[src/rtl/rc4_phase_sequencer.sv]
// -----------------------------------------------------------------------------
// rc4_phase_sequencer
//
// Top-level controller for the RC4 key-search datapath. For every candidate
// key it runs the three S-memory phases in order (init loop, key-schedule
// loop, decrypt/check loop), separating them with a one-cycle gap in which all
// phase enables are low so each sub-block returns to its own reset state. It
// owns the single shared S-RAM port and routes it to whichever phase is active.
// The key is stepped from KEY_MIN to KEY_MAX until the decrypt phase reports a
// valid plaintext, the range is exhausted, or a phase overstays PHASE_TIMEOUT.
//
// Ports
//   clk, reset_n            clock, asynchronous active-low reset
//   start                   level; a registered rising edge launches a search
//   init/ksa/prga_start     level enables to the three phase blocks
//   init/ksa/prga_done      phase-finished indications
//   prga_ok                 plaintext valid, meaningful only with prga_done
//   init/ksa/prga_addr/data/wren  per-phase S-RAM requests
//   s_addr, s_data, s_wren  shared S-RAM port (combinational mux)
//   sec_key                 current candidate key
//   busy                    search in progress
//   found, fail, timeout    sticky result flags
// -----------------------------------------------------------------------------
module rc4_phase_sequencer #(
  parameter logic [23:0] KEY_MIN       = 24'h000000,
  parameter logic [23:0] KEY_MAX       = 24'h3FFFFF,
  parameter int unsigned PHASE_TIMEOUT = 4096
) (
  input  logic        clk,
  input  logic        reset_n,
  input  logic        start,
  output logic        init_start,
  input  logic        init_done,
  output logic        ksa_start,
  input  logic        ksa_done,
  output logic        prga_start,
  input  logic        prga_done,
  input  logic        prga_ok,
  input  logic [7:0]  init_addr,
  input  logic [7:0]  init_data,
  input  logic        init_wren,
  input  logic [7:0]  ksa_addr,
  input  logic [7:0]  ksa_data,
  input  logic        ksa_wren,
  input  logic [7:0]  prga_addr,
  input  logic [7:0]  prga_data,
  input  logic        prga_wren,
  output logic [7:0]  s_addr,
  output logic [7:0]  s_data,
  output logic        s_wren,
  output logic [23:0] sec_key,
  output logic        busy,
  output logic        found,
  output logic        fail,
  output logic        timeout
);

  // State encoding kept as plain constants for compatibility with older flows.
  localparam logic [3:0] ST_IDLE  = 4'd0;
  localparam logic [3:0] ST_INIT  = 4'd1;
  localparam logic [3:0] ST_GAP1  = 4'd2;
  localparam logic [3:0] ST_KSA   = 4'd3;
  localparam logic [3:0] ST_GAP2  = 4'd4;
  localparam logic [3:0] ST_PRGA  = 4'd5;
  localparam logic [3:0] ST_CHECK = 4'd6;
  localparam logic [3:0] ST_FOUND = 4'd7;
  localparam logic [3:0] ST_FAIL  = 4'd8;

  // The counter only has to reach PHASE_TIMEOUT-1: the phase is abandoned on
  // the cycle it would count past that, so it never wraps.
  localparam int unsigned    CNT_W    = (PHASE_TIMEOUT > 1) ? $clog2(PHASE_TIMEOUT) : 1;
  localparam logic [CNT_W-1:0] CNT_LAST = CNT_W'(PHASE_TIMEOUT - 1);

  logic [3:0]       state_q,     state_d;
  logic [23:0]      sec_key_q,   sec_key_d;
  logic             busy_q,      busy_d;
  logic             found_q,     found_d;
  logic             fail_q,      fail_d;
  logic             timeout_q,   timeout_d;
  logic             ok_q,        ok_d;
  logic [CNT_W-1:0] phase_cnt_q, phase_cnt_d;
  logic             start_q;
  logic             start_prev_q;

  logic in_phase;
  logic phase_done;
  logic phase_expired;
  logic start_edge;

  // Two-stage start sampling: the edge is decided from registered samples so
  // an asynchronous, bouncing start level cannot reach the state logic.
  assign start_edge    = start_q & ~start_prev_q;
  assign in_phase      = (state_q == ST_INIT) || (state_q == ST_KSA) || (state_q == ST_PRGA);
  assign phase_expired = (phase_cnt_q == CNT_LAST);

  // Only the done of the phase currently running is listened to; stray dones
  // from idle blocks are dropped here.
  always_comb begin
    phase_done = 1'b0;
    case (state_q)
      ST_INIT: phase_done = init_done;
      ST_KSA:  phase_done = ksa_done;
      ST_PRGA: phase_done = prga_done;
      default: phase_done = 1'b0;
    endcase
  end

  // ---------------------------------------------------------------------------
  // Next-state logic
  // ---------------------------------------------------------------------------
  always_comb begin
    // NOTE: every variable driven here gets a default first, so no branch of
    // the case below can leave one unassigned and infer a latch.
    state_d     = state_q;
    sec_key_d   = sec_key_q;
    busy_d      = busy_q;
    found_d     = found_q;
    fail_d      = fail_q;
    timeout_d   = timeout_q;
    ok_d        = ok_q;
    // Counter is held at zero outside the phases, so it is already cleared on
    // the first cycle of every phase.
    phase_cnt_d = in_phase ? (phase_cnt_q + CNT_W'(1)) : '0;

    case (state_q)
      ST_IDLE: begin
        if (start_edge) begin
          state_d   = ST_INIT;
          sec_key_d = KEY_MIN;
          busy_d    = 1'b1;
        end
      end

      ST_INIT, ST_KSA, ST_PRGA: begin
        // A done arriving on the limit cycle still counts as success.
        if (phase_done) begin
          case (state_q)
            ST_INIT: state_d = ST_GAP1;
            ST_KSA:  state_d = ST_GAP2;
            default: begin
              state_d = ST_CHECK;
              ok_d    = prga_ok;
            end
          endcase
        end else if (phase_expired) begin
          state_d   = ST_FAIL;
          busy_d    = 1'b0;
          fail_d    = 1'b1;
          timeout_d = 1'b1;
        end
      end

      ST_GAP1: state_d = ST_KSA;
      ST_GAP2: state_d = ST_PRGA;

      ST_CHECK: begin
        if (ok_q) begin
          state_d = ST_FOUND;
          busy_d  = 1'b0;
          found_d = 1'b1;
        end else if (sec_key_q == KEY_MAX) begin
          state_d = ST_FAIL;
          busy_d  = 1'b0;
          fail_d  = 1'b1;
        end else begin
          state_d   = ST_INIT;
          sec_key_d = sec_key_q + 24'd1;
        end
      end

      ST_FOUND, ST_FAIL: begin
        // Results stay visible until the host acknowledges with a new edge.
        if (start_edge) begin
          state_d   = ST_IDLE;
          found_d   = 1'b0;
          fail_d    = 1'b0;
          timeout_d = 1'b0;
        end
      end

      default: begin
        state_d = ST_IDLE;
        busy_d  = 1'b0;
      end
    endcase
  end

  // ---------------------------------------------------------------------------
  // State registers
  // ---------------------------------------------------------------------------
  always_ff @(posedge clk or negedge reset_n) begin
    if (!reset_n) begin
      state_q      <= ST_IDLE;
      sec_key_q    <= KEY_MIN;
      busy_q       <= 1'b0;
      found_q      <= 1'b0;
      fail_q       <= 1'b0;
      timeout_q    <= 1'b0;
      ok_q         <= 1'b0;
      phase_cnt_q  <= '0;
      start_q      <= 1'b0;
      start_prev_q <= 1'b0;
    end else begin
      // NOTE: non-blocking assignments so every flop samples the values from
      // before this edge, independent of statement order.
      state_q      <= state_d;
      sec_key_q    <= sec_key_d;
      busy_q       <= busy_d;
      found_q      <= found_d;
      fail_q       <= fail_d;
      timeout_q    <= timeout_d;
      ok_q         <= ok_d;
      phase_cnt_q  <= phase_cnt_d;
      start_q      <= start;
      start_prev_q <= start_q;
    end
  end

  // ---------------------------------------------------------------------------
  // Outputs
  // ---------------------------------------------------------------------------
  // Enables decode straight from the state register: glitch-free, high from
  // the first cycle of the phase, and low in the gaps and terminal states.
  assign init_start = (state_q == ST_INIT);
  assign ksa_start  = (state_q == ST_KSA);
  assign prga_start = (state_q == ST_PRGA);

  assign sec_key = sec_key_q;
  assign busy    = busy_q;
  assign found   = found_q;
  assign fail    = fail_q;
  assign timeout = timeout_q;

  // Shared S-RAM port: the registered state picks the owner, so a gap cycle
  // or terminal state forces the port quiet and no write can leak through.
  always_comb begin
    s_addr = 8'h00;
    s_data = 8'h00;
    s_wren = 1'b0;
    case (state_q)
      ST_INIT: begin
        s_addr = init_addr;
        s_data = init_data;
        s_wren = init_wren;
      end
      ST_KSA: begin
        s_addr = ksa_addr;
        s_data = ksa_data;
        s_wren = ksa_wren;
      end
      ST_PRGA: begin
        s_addr = prga_addr;
        s_data = prga_data;
        s_wren = prga_wren;
      end
      default: begin
        s_addr = 8'h00;
        s_data = 8'h00;
        s_wren = 1'b0;
      end
    endcase
  end

endmodule

[config.mk]
export PLATFORM = sky130hd
export DESIGN_NAME = rc4_phase_sequencer
export DESIGN_NICKNAME = d
export VERILOG_FILES = /design/src/rtl/rc4_phase_sequencer.sv
export SDC_FILE = /design/constraint.sdc
export NUM_CORES = 1
export LEC_CHECK = 0
export CAP_MARGIN = 15
export CORE_MARGIN = 2
export CORE_UTILIZATION = 45
export DETAILED_ROUTE_END_ITERATION = 8
export MAX_ROUTING_LAYER = met4
export PLACE_DENSITY_LB_ADDON = 0.12
export SLEW_MARGIN = 20
export SYNTH_ARGS = -nofsm -noshare
export SYNTH_HDL_FRONTEND = slang
export SYNTH_SLANG_ARGS = --single-unit
[constraint.sdc]
create_clock -name clk -period 2.7 [get_ports clk]
set_input_delay 0.54 -clock clk [delete_from_list [all_inputs] [get_ports clk]]
set_output_delay 0.54 -clock clk [all_outputs]
set_load 0.02 [all_outputs]
==> key figures <==
Floorplan
  • Initial Util: 0.464
  • Die Ht: between 80 and 90 um
  • Die ar.: 0.00721 sq mm
  • IO Pins: roughly 110
  • Core ar.: 0.00635 sq mm
  • Std cell rows: 29
  • Die Wd: around 85 um

Route
  • Pre-antenna DRT Iters: 4
  • Vias per cell: 5.68
  • # DRC: 0
  • Post-route ant nets: 0
  • Vias: just under 3000
  • Per-cell routed wire length: 15.3 um
  • Drt total wl: 7950 um
  • Initial drt markers: between 150 and 200

Clocking
  • Clock Pin Slew Worst Setup and Hold Paths: 0.09 ns
  • Number of CTS-inserted buffers: 5
  • Worst skew pair latency: approximately 0.3 ns
  • Clock Tree Root: clkbuf_8
  • CTS H-tree depth: 2
  • # Post-CTS Setup Buffers: 0
  • Maximum buffer depth of the clock tree: 2
  • CTS tree: yes
  • Sink Count: between 40 and 50

Finish
  • Antenna diodes: 0
  • Synth-to-Final Area Change: 43.9%
  • Multi-input logic area: 0.00166 sq mm
  • Nets: 503
  • Total area of sequential cells: 0.00118 sq mm
  • Layout cells sized above 1: 0.0811
  • Filler cell count: 524

Timing
  • Worst-margin pin slew: 0.615 ns
  • F_max: just over 0.4 GHz
  • Final period util: 0.917
  • Slew headroom: 0.586
  • # setup viols final: 0
  • Count of final hold-check violations: 0
  • RSZ-0062 raised after global routing: false
  • Clk_skew: 0.0114 ns
  • Setup TNS: 0 ns
  • Hold slack: 0.306 ns
  • Number of slew-limit violations in the final report: 0
  • Fin crit period: 2.48 ns

Critical path
  • Critical-path top delay cell: clkdlybuf4s50_1
  • CP Cell Sequence: inv_1 -> nand2_1 -> nor3b_2 -> buf_6 -> clkdlybuf4s50_1
  • R2R Setup Slk: around 0.42 ns
  • R2r worst-path depth: 6
  • Kind of critical path: register to output port
  • Worst Path Arrival: 1.94 ns
  • Crit path required time: 2.16 ns
  • Critical R2R Launch: phase_cnt_q[0]$_DFF_PN0_
  • Slowest cell delay on critical path: 0.64 ns
  • Nature of the critical path endpoint: output port
  • Worst Setup Start Kind: register
  • FF-to-FF End: busy$_DFFE_PN0P_
  • CP max FO: 19

Synth
  • Synth top area share: 0.399
  • Ys async rst share: 1.00
  • Register area share after synthesis: 0.399
  • EDFF count, synth: 0
  • Most common cell in the netlist: nand2_1
  • Mux cell area share after synthesis: 0.0242
  • Mapped Avg Cell Area: between 8 and 9 sq um
  • Post-synthesis adder-cell area fraction: 0.00850
  • Post-Synth Simple-Gate Area: 0.315
  • Net Count, Synth: 401
  • Synth area leaders: dfrtp_1 40%, nand2_1 8.4%, a22oi_1 4.6%
  • Synth warn: 0
  • Synth Area in Compound Gates: 0.165
  • Mapped Cells: roughly 340
  • Primary FF master, synth: dfrtp_1
  • Count of different cell masters after synthesis: 57
  • Seq cells post-synth: 47
  • Post-synth top cells: 66 x nand2_1, 47 x dfrtp_1, 31 x nor2_1, 18 x a22oi_1
  • Mapped Area: 0.00294 sq mm
  • Synth Area in XOR/XNOR: 0.0506
  • Area leader, netlist: dfrtp_1
  • Main combinational cell family by area after synthesis: simple AND/OR/NAND/NOR gates

Pwr
  • Combinational power share: 0.472
  • PwrDens: 589 mW/mm^2
  • Net Switching: approximately 0.98 mW
  • Clock Power Share: 0.191
  • Sw Share: 0.393
  • Flop pwr share: 0.337
  • Leak pwr: 2.03 nW
  • Pint: roughly 1.5 mW
  • VDD IR max: 0.429 mV

Place
  • Placer Congestion: slightly below 0.9
  • Post-DP HPWL: 5840 um
  • Port-buffer cells: 105

Global routing
  • Vias in the first global route: 2924
  • Initial antenna violation count: 0
  • Tot GR Track Use: 0.237
  • First-pass GRT wire length: 13800 um
  • Overflow after GRT: 0
  • Pin count of the biggest net entering global routing: 48

Status
  • Status: finished, final reports clean

Run
  • Max capacitance violation total: 0

Worst hold path
  • Hold Crit Class: input pin to asynchronous set/reset pin
## metal layers
metal / global-route usage / wire length [um] / vias up
met5: - / 0 / -
met4: 0.0418 / 35 / 0
met3: 0.0632 / 464 / 4
met2: 0.378 / 3870 / 92
met1: 0.311 / 3580 / 1414
li1: - / - / 1448
## worst max-delay path: cells and delay by family (launching register included)
family                 cells  cell delay [ns]
buffers and inverters      3             0.94
DFF                        1             0.39
and+or+nand+nor            2             0.30
## power groups by stage
stage / sequential [mW] / combinational (mW) / clock (mW)
finish: 0.840 / 1.18 / 0.477
detailed placement: 0.850 / 1.20 / 0
floorplan: 0.828 / 0.689 / 0
global placement: 0.847 / 1.18 / 0
global route: 0.852 / 1.29 / 0.520
CTS: 0.836 / 1.20 / 0.483
## worst max path at each step
stage	startpoint	to	slack (ns)	cells past startpoint
detailed placement	state_q[1]$_DFFE_PN0P_	s_data[5]	0.37	7
floorplan	state_q[1]$_DFFE_PN0P_	s_addr[1]	0.36	7
CTS	state_q[1]$_DFFE_PN0P_	s_addr[6]	0.03	7
finish	state_q[1]$_DFFE_PN0P_	prga_start	0.22	5
global placement	state_q[1]$_DFFE_PN0P_	s_addr[0]	0.39	7
global route	state_q[1]$_DFFE_PN0P_	ksa_start	0.11	5
## flip-flops by register name, summed over array words and instances (netlist names)
name and count:
state_q 4, sec_key 24, found 1, phase_cnt_q 12, busy 1, ok_q 1, timeout 1, start_q 1
fail 1, start_prev_q 1
## final cells by class
type | count | share of cell area
Clock buffer | 7 | 0.0227
Clock inverter | 1 | 0.00177
Inverter | 6 | 0.00532
Multi-Input combinational cell | 268 | 0.393
Sequential cell | 47 | 0.278
Tap cell | 77 | 0.0227
Timing Repair Buffer | 115 | 0.277
## cell families after synthesis
group / after synthesis
adders and majority gates: 2
and+or+nand+nor: 175
AOI/OAI and AO/OA: 67
DFF: 47
buffers and inverters: 26
xor gates and xnor gates: 17
muxes: 7
## cells in the final DEF (no fill, tap or decap), types with 4 or more instances in the layout
cell and count:
a21oi_1 8, a22oi_1 18, and2_1 4, buf_4 8
clkbuf_8 7, clkdlybuf4s50_1 87, dfrtp_1 46, dlymetal6s2s_1 17
inv_1 6, mux2i_1 6, nand2_1 66, nand2b_1 6
nand3_1 12, nand4_1 11, nor2_1 31, nor3_1 8
nor4_1 5, o2111ai_1 7, o211ai_1 7, o21ai_0 10
or4_1 6, xnor2_1 5, xor2_1 12
## metrics by stage
stage	util	power [mW]	setup WS, ns	std cells	area (sq um)
floorplan	-	1.52	0.356	341	2940
global placement	0.643	2.03	0.394	513	4080
detailed placement	0.643	2.04	0.371	513	4080
CTS	0.659	2.52	0.0264	521	4180
global route	0.667	2.66	0.111	521	4240
finish	0.667	2.50	0.223	521	4240
## repair_timing
action | CTS | global route
resized for setup | 0 | 20
hold buffers | 0 | 0
setup endpoints to repair | 0 | 17
Power figures use the tool's default switching activity.
